**src/rtl/x_23k640_req_fifo_if.sv**
```systemverilog
// Request/head handshake bundle between the application, x_23k640_req_fifo and the 23K640 SPI engine.
// i_flush exists only when X_23K640_REQ_FIFO_FLUSH_EN is defined.
interface x_23k640_req_fifo_if;
  logic        i_valid;
  logic        o_accept;
  logic        i_rd_n_wr;
  logic [15:0] i_addr;
  logic [7:0]  i_wdata;
  logic        o_valid;
  logic        i_accept;
  logic        o_rd_n_wr;
  logic [15:0] o_addr;
  logic [7:0]  o_wdata;
  logic        i_rd_done;
  logic        o_full;
  logic        o_empty;
  logic [4:0]  o_rd_pend;
`ifdef X_23K640_REQ_FIFO_FLUSH_EN
  logic        i_flush;
`endif

  modport slave (
`ifdef X_23K640_REQ_FIFO_FLUSH_EN
    input  i_flush,
`endif
    input  i_valid, i_rd_n_wr, i_addr, i_wdata, i_accept, i_rd_done,
    output o_accept, o_valid, o_rd_n_wr, o_addr, o_wdata, o_full, o_empty, o_rd_pend
  );

  modport master (
`ifdef X_23K640_REQ_FIFO_FLUSH_EN
    output i_flush,
`endif
    output i_valid, i_rd_n_wr, i_addr, i_wdata, i_accept, i_rd_done,
    input  o_accept, o_valid, o_rd_n_wr, o_addr, o_wdata, o_full, o_empty, o_rd_pend
  );
endinterface

```
**src/rtl/x_23k640_req_fifo.sv**
```systemverilog
// Request queue feeding the 23K640 SPI engine; head held stable until accepted, pending reads tracked.
// Optional X_23K640_REQ_FIFO_FLUSH_EN adds a one-cycle flush input on the bus interface.
module x_23k640_req_fifo #(
  parameter int DEPTH = 4
) (
  input  logic                  i_clk,
  input  logic                  i_rst,
  x_23k640_req_fifo_if.slave    bus
);
  localparam int AW = $clog2(DEPTH);
  localparam logic [AW:0] FULL_COUNT = (AW+1)'(DEPTH);

  logic [AW-1:0] wp_reg;
  logic [AW-1:0] rp_reg;
  logic [AW:0]   count_reg;
  logic [AW:0]   count_next;
  logic [4:0]    rd_pend_reg;
  logic [4:0]    rd_pend_next;
  logic          full;
  logic          empty;
  logic          flush;
  logic          push;
  logic          pop;
  logic          pop_rd;
  logic          rd_dec;
  logic [24:0]   entry_arr [DEPTH];
  logic [24:0]   head;

`ifdef X_23K640_REQ_FIFO_FLUSH_EN
  assign flush = bus.i_flush;
`else
  assign flush = 1'b0;
`endif

  assign full  = (count_reg == FULL_COUNT);
  assign empty = (count_reg == '0);

  // No pass-through when full: a same-cycle pop does not free a slot for the push.
  assign push = bus.i_valid & ~full & ~i_rst & ~flush;
  assign pop  = ~empty & bus.i_accept & ~flush;

  assign head = entry_arr[rp_reg];

  assign bus.o_accept  = push;
  assign bus.o_valid   = ~empty;
  assign bus.o_full    = full;
  assign bus.o_empty   = empty;
  assign bus.o_rd_n_wr = head[24];
  assign bus.o_addr    = head[23:8];
  assign bus.o_wdata   = head[7:0];
  assign bus.o_rd_pend = rd_pend_reg;

  // Storage is reset so the head outputs are a defined zero before the first push.
  for (genvar gi = 0; gi < DEPTH; gi++) begin : g_entry
    logic [24:0] entry_reg;
    always_ff @(posedge i_clk) begin
      if (i_rst) begin
        entry_reg <= '0;
      end else if (push && (wp_reg == AW'(gi))) begin
        entry_reg <= {bus.i_rd_n_wr, bus.i_addr, bus.i_wdata};
      end
    end
    assign entry_arr[gi] = entry_reg;
  end

  always_comb begin
    count_next = count_reg;
    case ({push, pop})
      2'b10:   count_next = count_reg + (AW+1)'(1);
      2'b01:   count_next = count_reg - (AW+1)'(1);
      default: count_next = count_reg;
    endcase
  end

  always_ff @(posedge i_clk) begin
    if (i_rst) begin
      wp_reg    <= '0;
      rp_reg    <= '0;
      count_reg <= '0;
    end else if (flush) begin
      rp_reg    <= wp_reg;
      count_reg <= '0;
    end else begin
      if (push) wp_reg <= wp_reg + AW'(1);
      if (pop)  rp_reg <= rp_reg + AW'(1);
      count_reg <= count_next;
    end
  end

  // Outstanding-read counter: saturates at 31, completions at zero are ignored.
  assign pop_rd = pop & head[24];
  assign rd_dec = bus.i_rd_done & (rd_pend_reg != 5'd0);

  always_comb begin
    rd_pend_next = rd_pend_reg;
    if (pop_rd && !rd_dec) begin
      if (rd_pend_reg != 5'd31) rd_pend_next = rd_pend_reg + 5'd1;
    end else if (!pop_rd && rd_dec) begin
      rd_pend_next = rd_pend_reg - 5'd1;
    end
  end

  always_ff @(posedge i_clk) begin
    if (i_rst) begin
      rd_pend_reg <= 5'd0;
    end else begin
      rd_pend_reg <= rd_pend_next;
    end
  end
endmodule

```
**src/flat_wrapper.sv**
```systemverilog
// flat-port wrapper written by rule: the top's interface ports become plain ports
module x_23k640_req_fifo_flat 
#(
  parameter int DEPTH = 4
)
  (i_clk, i_rst, bus_i_valid, bus_i_rd_n_wr, bus_i_addr, bus_i_wdata, bus_i_accept, bus_i_rd_done, bus_o_accept, bus_o_valid, bus_o_rd_n_wr, bus_o_addr, bus_o_wdata, bus_o_full, bus_o_empty, bus_o_rd_pend);
  x_23k640_req_fifo_if bus_i ();
  input  logic i_clk;
  input  logic i_rst;
  input wire logic [$bits(bus_i.i_valid)-1:0] bus_i_valid;
  input wire logic [$bits(bus_i.i_rd_n_wr)-1:0] bus_i_rd_n_wr;
  input wire logic [$bits(bus_i.i_addr)-1:0] bus_i_addr;
  input wire logic [$bits(bus_i.i_wdata)-1:0] bus_i_wdata;
  input wire logic [$bits(bus_i.i_accept)-1:0] bus_i_accept;
  input wire logic [$bits(bus_i.i_rd_done)-1:0] bus_i_rd_done;
  output wire logic [$bits(bus_i.o_accept)-1:0] bus_o_accept;
  output wire logic [$bits(bus_i.o_valid)-1:0] bus_o_valid;
  output wire logic [$bits(bus_i.o_rd_n_wr)-1:0] bus_o_rd_n_wr;
  output wire logic [$bits(bus_i.o_addr)-1:0] bus_o_addr;
  output wire logic [$bits(bus_i.o_wdata)-1:0] bus_o_wdata;
  output wire logic [$bits(bus_i.o_full)-1:0] bus_o_full;
  output wire logic [$bits(bus_i.o_empty)-1:0] bus_o_empty;
  output wire logic [$bits(bus_i.o_rd_pend)-1:0] bus_o_rd_pend;
  assign bus_i.i_valid = bus_i_valid;
  assign bus_i.i_rd_n_wr = bus_i_rd_n_wr;
  assign bus_i.i_addr = bus_i_addr;
  assign bus_i.i_wdata = bus_i_wdata;
  assign bus_i.i_accept = bus_i_accept;
  assign bus_i.i_rd_done = bus_i_rd_done;
  assign bus_o_accept = bus_i.o_accept;
  assign bus_o_valid = bus_i.o_valid;
  assign bus_o_rd_n_wr = bus_i.o_rd_n_wr;
  assign bus_o_addr = bus_i.o_addr;
  assign bus_o_wdata = bus_i.o_wdata;
  assign bus_o_full = bus_i.o_full;
  assign bus_o_empty = bus_i.o_empty;
  assign bus_o_rd_pend = bus_i.o_rd_pend;
  x_23k640_req_fifo #(.DEPTH(DEPTH)) u_core (.i_clk(i_clk), .i_rst(i_rst), .bus(bus_i));
endmodule
```
**config.mk**
```make
export PLATFORM = sky130hd
export DESIGN_NAME = x_23k640_req_fifo_flat
export DESIGN_NICKNAME = d
export VERILOG_FILES = /design/src/rtl/x_23k640_req_fifo_if.sv /design/src/rtl/x_23k640_req_fifo.sv /design/src/flat_wrapper.sv
export SDC_FILE = /design/constraint.sdc
export NUM_CORES = 1
export LEC_CHECK = 0
export CORE_ASPECT_RATIO = 1.5
export CORE_MARGIN = 5
export CORE_UTILIZATION = 40
export CTS_CLUSTER_SIZE = 20
export DETAILED_ROUTE_END_ITERATION = 16
export PLACE_DENSITY = 0.72
export SLEW_MARGIN = 30
export SYNTH_ARGS = -nofsm -noshare
export SYNTH_HDL_FRONTEND = slang
export SYNTH_SLANG_ARGS = --single-unit
```
**constraint.sdc**
```tcl
create_clock -name i_clk -period 3.42 [get_ports i_clk]
set_input_delay 1.026 -clock i_clk [delete_from_list [all_inputs] [get_ports i_clk]]
set_output_delay 1.026 -clock i_clk [all_outputs]
set_load 0.01 [all_outputs]
```
==> metrics.txt, run 1 <==
power per cell area=just over 600 nW/µm²; drt drc=0; crit path kind=input pin to primary output; Cell variety after synth=34; CTS tree=done; clk sinks=112; syn nets=just under 600; Critical Path RT=2.39 ns; Slew headroom=41.9%; WL/cell=14.5 µm; Top-Level Pins=64; #FFs+latches synth=~110; std cell rows=50; Routed Antenna Nets=0; Post-CTS Setup Bufs=0; FMAX=0.299 GHz; Syn Area/Cell=9.11 µm²; fin util=between 40% and 50%; Worst-path clk slew=0.08 ns; setup TNS=0 ns; CP dominant cell by count=clkdlybuf4s50_1; max_cap viols=0; Final setup violation count=0; async set-reset flop share out of synthesis=0%; initial antenna violation count=0; unrepaired setup endpoints after global routing=no; Worst-Skew Late Latency=0.35 ns; Critical Path, Cell by Cell=clkdlybuf4s50_1, nor3b_2, clkdlybuf4s50_1; Vias/cell=5.01; Largest register FFs=100; layout cells sized above 1=under 10%; vias in the first global route=3951; total power=3.71 mW; area leader, netlist=dfxtp_1; clock root cell=clkbuf_16; core area=12400 µm²; I/O Buffers=63; synth top area cells=dfxtp_1 (45%), nand2b_1 (13%), mux4_2 (9.4%), o21ai_0 (8.0%), nand2_1 (7.7%); GRT overflow=0; initial core utilization=40.6%; CP Max Fanout=2; worst hold path type=flip-flop to flip-flop; outcome=completed; CTS resizes=0; chip width=102 µm; critical path's slowest cell=clkdlybuf4s50_1; worst slew pin tran=between 0.8 and 0.9 ns; CTS buffer count=9; WP data arrival=2.32 ns; largest net degree at the start of global routing=114; Area Overhead vs Synth=22.0%; Synth top area share=44.6%; Post-Syn Instances=552; Worst Setup Start Kind=input pin; DRT iter0 DRCs=157; Pre-antenna DRT Iters=5; Final Slew Violations=0; top_reg_cell synth=dfxtp_1; Clock Skew=0.00895 ns; Post-synth EDFFs=0; final critical-path share of the clock period=97.8%; Post-CTS Hold Fix Bufs=0; Top delay family on crit path=buffers and inverters; final WL=11000 µm; DPL Wire Length=7080 µm; fin area=6140 µm²; post-synthesis sequential area ratio=44.6%; Chip Height=147 µm; placed cell area=5820 µm²; Syn. warnings=0; vias=3780; GP Congestion=a little under 0.8; max incr delay on CP=0.58 ns; ant diodes=0; Min Clock Period, post-route=3.34 ns; maximum vdd drop=299 µV; Overall Global Routing Usage=around 16%; endpoint kind of the worst setup timing path=primary output; H-tree depth=3; synthesized cell area=just over 5000 µm²; final hold vios=0; Leakage=2.10 nW; global-route wire length before repair=about 19000 µm; die area=15000 µm²; crit path buf inv count=2; fin nets=about 630; CTS Buffer Depth=2
-- worst min-delay path, cell delays in order, from the launching register on --
cell and delay, ns:
dfxtp_1 0.31, nand2b_1 0.06, o21ai_1 0.05
-- metrics by stage --
stage,hold WS [ns],cells,worst slack (ns)
after global placement,0.448,738,0.0840
after global routing,0.483,754,0.0301
after floorplan,0.438,552,0.736
after CTS,0.468,754,0.0745
final,0.465,754,0.0758
after detailed placement,0.455,738,0.0833
-- layout by cell type, fill, tap and decap left out, types with 2 or more instances in the layout --
cell type,instances
fa_1,2
and2_2,4
a21oi_1,6
dfxtp_2,2
clkdlybuf4s50_1,62
nor2_1,13
or3_1,2
buf_12,5
o21ai_1,22
nand2b_1,101
dfxtp_1,110
clkinv_4,3
o21ai_0,80
ha_1,8
xor2_1,3
buf_4,4
mux2i_1,3
mux4_2,21
mux4_1,4
inv_1,8
xnor2_1,5
nand2_1,103
clkbuf_16,9
-- final timing paths --
check,startpoint,depth (start not counted),end,slack [ns]
worst min register to register,u_core.g_entry[3].entry_reg[19],2,u_core.g_entry[3].entry_reg[19],0.47
worst max register to register,u_core.rp_reg[0],9,u_core.bus.o_rd_pend[4],0.72
worst max-delay path,bus_i_valid,3,bus_o_accept,0.08
worst min-delay path,u_core.g_entry[3].entry_reg[19],2,u_core.g_entry[3].entry_reg[19],0.47
-- report_power, final --
part,switching (mW),internal [mW]
combinational,0.493,0.590
sequential,0.102,1.44
clock,0.492,0.600
total,1.09,2.63
-- kinds of logic after synthesis --
kind of cell             share of synthesized area, %
AO/OA/AOI/OAI                                    11.7
XOR/XNOR                                         1.39
adder cells (fa/ha/maj)                          2.79
buffers and inverters                            3.95
flip-flops                                       44.6
multiplexers                                     12.8
AND/OR/NAND/NOR                                  22.9
-- cells in the mapped netlist (2+ instances only) --
| cell | number |
|---|---|
| a21oi_1 | 6 |
| and2_1 | 4 |
| buf_2 | 3 |
| clkbuf_1 | 37 |
| dfxtp_1 | 112 |
| fa_1 | 2 |
| ha_1 | 8 |
| inv_1 | 8 |
| mux2i_1 | 3 |
| mux4_1 | 4 |
| mux4_2 | 21 |
| nand2_1 | 103 |
| nand2b_1 | 101 |
| nor2_1 | 13 |
| o21ai_0 | 80 |
| o21ai_1 | 22 |
| or3_1 | 2 |
| xnor2_1 | 5 |
| xor2_1 | 3 |
-- cell type report --
type	count	area [µm²]
timing repair buffer	72	756
multi-input combinational	390	2590
clock inverter	6	76.3
tap	156	195
sequential	112	2240
fill	1143	6250
clock buffer	10	239
inverter	8	30.0
-- per-layer routing --
| layer | vias up | wire (µm) | track usage, % |
|---|---|---|---|
| met2 | 59 | 5620 | 26.6 |
| met3 | 10 | 486 | 3.47 |
| li1 | 1923 | - | - |
| met4 | 0 | 155 | 5.66 |
| met5 | - | 0 | 0 |
| met1 | 1788 | 4700 | 19.3 |
(Power assumes the default switching activity.)
==> inputs of run 2 (changes only) <==
Settings changed: CORE_MARGIN 5 to default, GPL_TIMING_DRIVEN from default to 0, PLACE_DENSITY 0.72 to default.
==> metrics.txt, run 2 (synthesis gave the netlist of run 1 again) <==
outcome=completed; final hold vios=0; clk sinks=112; global-route wire length before repair=roughly 22000 µm; fin nets=between 600 and 700; Vias/cell=5.23; fin area=6140 µm²; Top-Level Pins=64; die area=13000 µm²; WL/cell=17.1 µm; FMAX=0.301 GHz; Worst-Skew Late Latency=0.35 ns; initial antenna violation count=0; CP Max Fanout=2; core area=12100 µm²; DRT iter0 DRCs=approximately 250; initial core utilization=a little over 40%; placed cell area=around 5900 µm²; vias in the first global route=about 4100; H-tree depth=3; Chip Height=139 µm; Routed Antenna Nets=0; Critical Path, Cell by Cell=clkdlybuf4s50_1, nor3b_4, clkdlybuf4s50_1; final critical-path share of the clock period=97.1%; Largest register FFs=100; endpoint kind of the worst setup timing path=primary output; Slew headroom=57.4%; DP Cell Count=768; Final Slew Violations=0; Filler Cell Count=approximately 1200; Leakage=between 2 and 2.5 nW; CTS tree=done; total power=3.63 mW; maximum vdd drop=283 µV; drt drc=0; Worst Setup Start Kind=input pin; I/O Buffers=63; layout cells sized above 1=7.12%; worst hold path type=flip-flop to flip-flop; Final setup violation count=0; Pre-antenna DRT Iters=5; Critical Path RT=2.39 ns; CTS buffer count=9; DPL Wire Length=9390 µm; max_cap viols=0; Non-Filler Instances=785; crit path kind=input pin to primary output; GRT overflow=0; Sequential cell area=2240 µm²; area of the multi-input gates=between 2000 and 3000 µm²; chip width=~94 µm; Area Overhead vs Synth=22.1%; unrepaired setup endpoints after global routing=no; max incr delay on CP=0.57 ns; power per cell area=590 nW/µm²; commonest non-fill, non-tap cells in the layout=dfxtp_1 (112), nand2_1 (103), nand2b_1 (101), o21ai_0 (80), clkdlybuf4s50_1 (62); CTS Buffer Depth=2; CP dominant cell by count=clkdlybuf4s50_1; Hold WS=0.467 ns; final WL=between 10000 and 15000 µm; Worst-path clk slew=0.07 ns; Post-CTS Hold Fix Bufs=0; Post-Place Worst Slack=-0.209 ns; fin util=50.6%; clock root cell=clkbuf_16; Clock Skew=0.00754 ns; worst slew pin tran=roughly 0.64 ns; Min Clock Period, post-route=roughly 3.3 ns; ant diodes=0; setup ws final=0.0994 ns; setup TNS=0 ns; WP data arrival=~2.3 ns; Overall Global Routing Usage=21.7%; most common cell after layout, fill and taps aside=dfxtp_1; vias=4109; std cell rows=49; largest net degree at the start of global routing=17; GP Congestion=0.815; critical path's slowest cell=clkdlybuf4s50_1
-- run 2: where the power goes --
group / internal [mW] / total, mW / leakage (nW) / switching (mW)
clock network: 0.514 / 0.978 / 0.130 / 0.464
registers: 1.44 / 1.53 / 0.911 / 0.0907
logic: 0.581 / 1.12 / 1.05 / 0.541
total: 2.53 / 3.63 / 2.09 / 1.10
-- run 2: layout make-up --
| class | count | share of cell area, % |
|---|---|---|
| Buffer | 42 | 2.91 |
| Clock buffer | 13 | 4.07 |
| Clock inverter | 3 | 0.285 |
| Inverter | 8 | 0.489 |
| Multi-Input combinational cell | 390 | 42.3 |
| Sequential cell | 112 | 36.5 |
| Tap cell | 153 | 3.12 |
| Timing Repair Buffer | 64 | 10.4 |
-- run 2: path summary, 6_finish.rpt --
check                             startpoint                               to  slack [ns]  cells after the start
max reg2reg          u_core.bus.o_rd_pend[2]          u_core.bus.o_rd_pend[4]        0.70                      8
min reg2reg  u_core.g_entry[1].entry_reg[15]  u_core.g_entry[1].entry_reg[15]        0.47                      2
max                              bus_i_valid                     bus_o_accept         0.1                      3
min          u_core.g_entry[1].entry_reg[15]  u_core.g_entry[1].entry_reg[15]        0.47                      2
-- run 2: what timing repair did --
item / 4_1_cts / 5_1_grt
setup buffers: 1 / 0
endpoints found under the setup margin: 19 / 6
gates resized for setup: 6 / 1
pin swaps: 1 / 0
-- run 2: worst max-delay path: cells and delay by family --
| kind | cells | cell delay (ns) |
|---|---|---|
| buf+inv | 2 | 1.06 |
| simple gates | 1 | 0.21 |
-- run 2: metal layers --
layer,up-vias,track usage (%),part of all wire (%)
met5,-,0,0
met4,0,5.99,1.0
met3,9,3.99,4.5
met2,101,39.0,53
met1,2009,26.0,42
li1,1990,-,-
==> inputs of run 3 (changes only) <==
Settings changed: CORE_UTILIZATION 40 to 41.
==> metrics.txt, run 3 (synthesis gave the netlist of run 1 again) <==
outcome=completed; DPL Wire Length=9360 µm; worst slew pin tran=0.705 ns; commonest non-fill, non-tap cells in the layout=dfxtp_1 (112), nand2_1 (103), nand2b_1 (101), o21ai_0 (80), clkdlybuf4s50_1 (61); std cell rows=49; cells on worst reg2reg path=8; fin area=6180 µm²; I/O Buffers=63; final WL=13300 µm; Chip Height=around 140 µm; core area=12000 µm²; worst hold path type=flip-flop to flip-flop; CTS buffer count=9; CTS tree=done; DP Cell Count=768; Overall Global Routing Usage=around 22%; GP Congestion=roughly 0.8; die area=12700 µm²; WL/cell=17.0 µm; global-route wire length before repair=21200 µm; final critical-path share of the clock period=95.5%; crit path kind=flip-flop to primary output; clk sinks=112; layout cells sized above 1=7.59%; Top-Level Pins=64; Final setup violation count=0; fin nets=667; DRT iter0 DRCs=between 150 and 200; chip width=between 90 and 100 µm; vias=4092; initial core utilization=approximately 42%; Non-Filler Instances=785; vias in the first global route=approximately 4100; Largest register FFs=100; Worst-Skew Late Latency=0.34 ns; Slew headroom=52.9%; Final Slew Violations=0; clock root cell=clkbuf_16; GRT overflow=0; Post-CTS Hold Fix Bufs=0; maximum vdd drop=337 µV; hold path depth=2; max_cap viols=0; endpoint kind of the worst setup timing path=primary output; FMAX=0.306 GHz; Min Clock Period, post-route=3.27 ns; ant diodes=0; Clock Skew=0.00584 ns; CTS Buffer Depth=2; Critical Path RT=2.39 ns; Area Overhead vs Synth=22.8%; final hold vios=0; initial antenna violation count=0; Routed Antenna Nets=0; Pre-antenna DRT Iters=5; unrepaired setup endpoints after global routing=no; power per cell area=599 nW/µm²; drt drc=0; Leakage=2.12 nW; placed cell area=5850 µm²; Vias/cell=5.21; CP Max Fanout=10; Worst Setup Start Kind=flip-flop; most common cell after layout, fill and taps aside=dfxtp_1; H-tree depth=3; WP data arrival=roughly 2.2 ns; largest net degree at the start of global routing=19; Worst-path clk slew=0.07 ns
## run 3: cell count changes in the layout (fill, tap and decap cells not counted), sizes merged
cell,delta
clkbuf,-3
clkinv,+2
buf,-1
bufinv,+1
clkdlybuf4s50,-1
clkinvlp,+1
dlymetal6s2s,+1
## run 3: final timing paths
check,slack [ns],start,endpoint
worst max-delay path,0.15,u_core.rp_reg[0],bus_o_addr[2]
worst min-delay path,0.47,u_core.g_entry[1].entry_reg[13],u_core.g_entry[1].entry_reg[13]
worst max register to register,0.73,u_core.bus.o_rd_pend[2],u_core.bus.o_rd_pend[4]
worst min register to register,0.47,u_core.g_entry[1].entry_reg[13],u_core.g_entry[1].entry_reg[13]
## run 3: cell type report
type                    count  area [µm²]
multi-input cells         390        2600
clock inverters             7        72.6
well taps                 153         191
inverters                   8        30.0
clock buffers               9         225
fillers                  1148        5780
plain buffers              42         181
repair buffers             64         639
flip-flops and latches    112        2240
## run 3: power breakdown
group	switching, mW	internal, mW	total (mW)
clock	0.485	0.568	1.05
sequential	0.0914	1.44	1.53
combinational	0.539	0.582	1.12
## run 3: what timing repair did
item                       in CTS  in global routing
hold endpoints to repair        0                  0
pin swaps                       1                  0
gates resized for setup         6                  3
buffers inserted                1                  0
gates cloned                    0                  0
setup endpoints to repair      19                 11
## run 3: layer usage
metal  vias up  track usage, %  part of all wire (%)
met1      1981            25.3                    42
met3        18            3.04                   3.6
met4         0            8.07                   1.4
met2       102            40.6                    53
li1       1991               -                     -
met5         -               0                     0
## run 3: metrics by stage
stage / total power [mW] / setup TNS (ns) / hold WS (ns) / setup WS [ns] / utilization, %
2_1_floorplan: 2.23 / 0 / 0.438 / 0.736 / -
3_3_place_gp: 2.66 / -0.846 / 0.449 / -0.254 / 49.0
3_5_place_dp: 2.68 / -0.613 / 0.455 / -0.276 / 49.0
4_1_cts: 3.73 / 0 / 0.469 / 0.0312 / 51.6
5_1_grt: 3.90 / 0 / 0.481 / 0.0696 / 51.7
6_report: 3.70 / 0 / 0.467 / 0.154 / 51.7
## run 3: worst max-delay path, cell delays in order (launching register included)
cell and delay (ns):
dfxtp_1 0.34, buf_6 0.17, clkbuf_4 0.31, mux4_2 0.57, clkdlybuf4s50_1 0.50
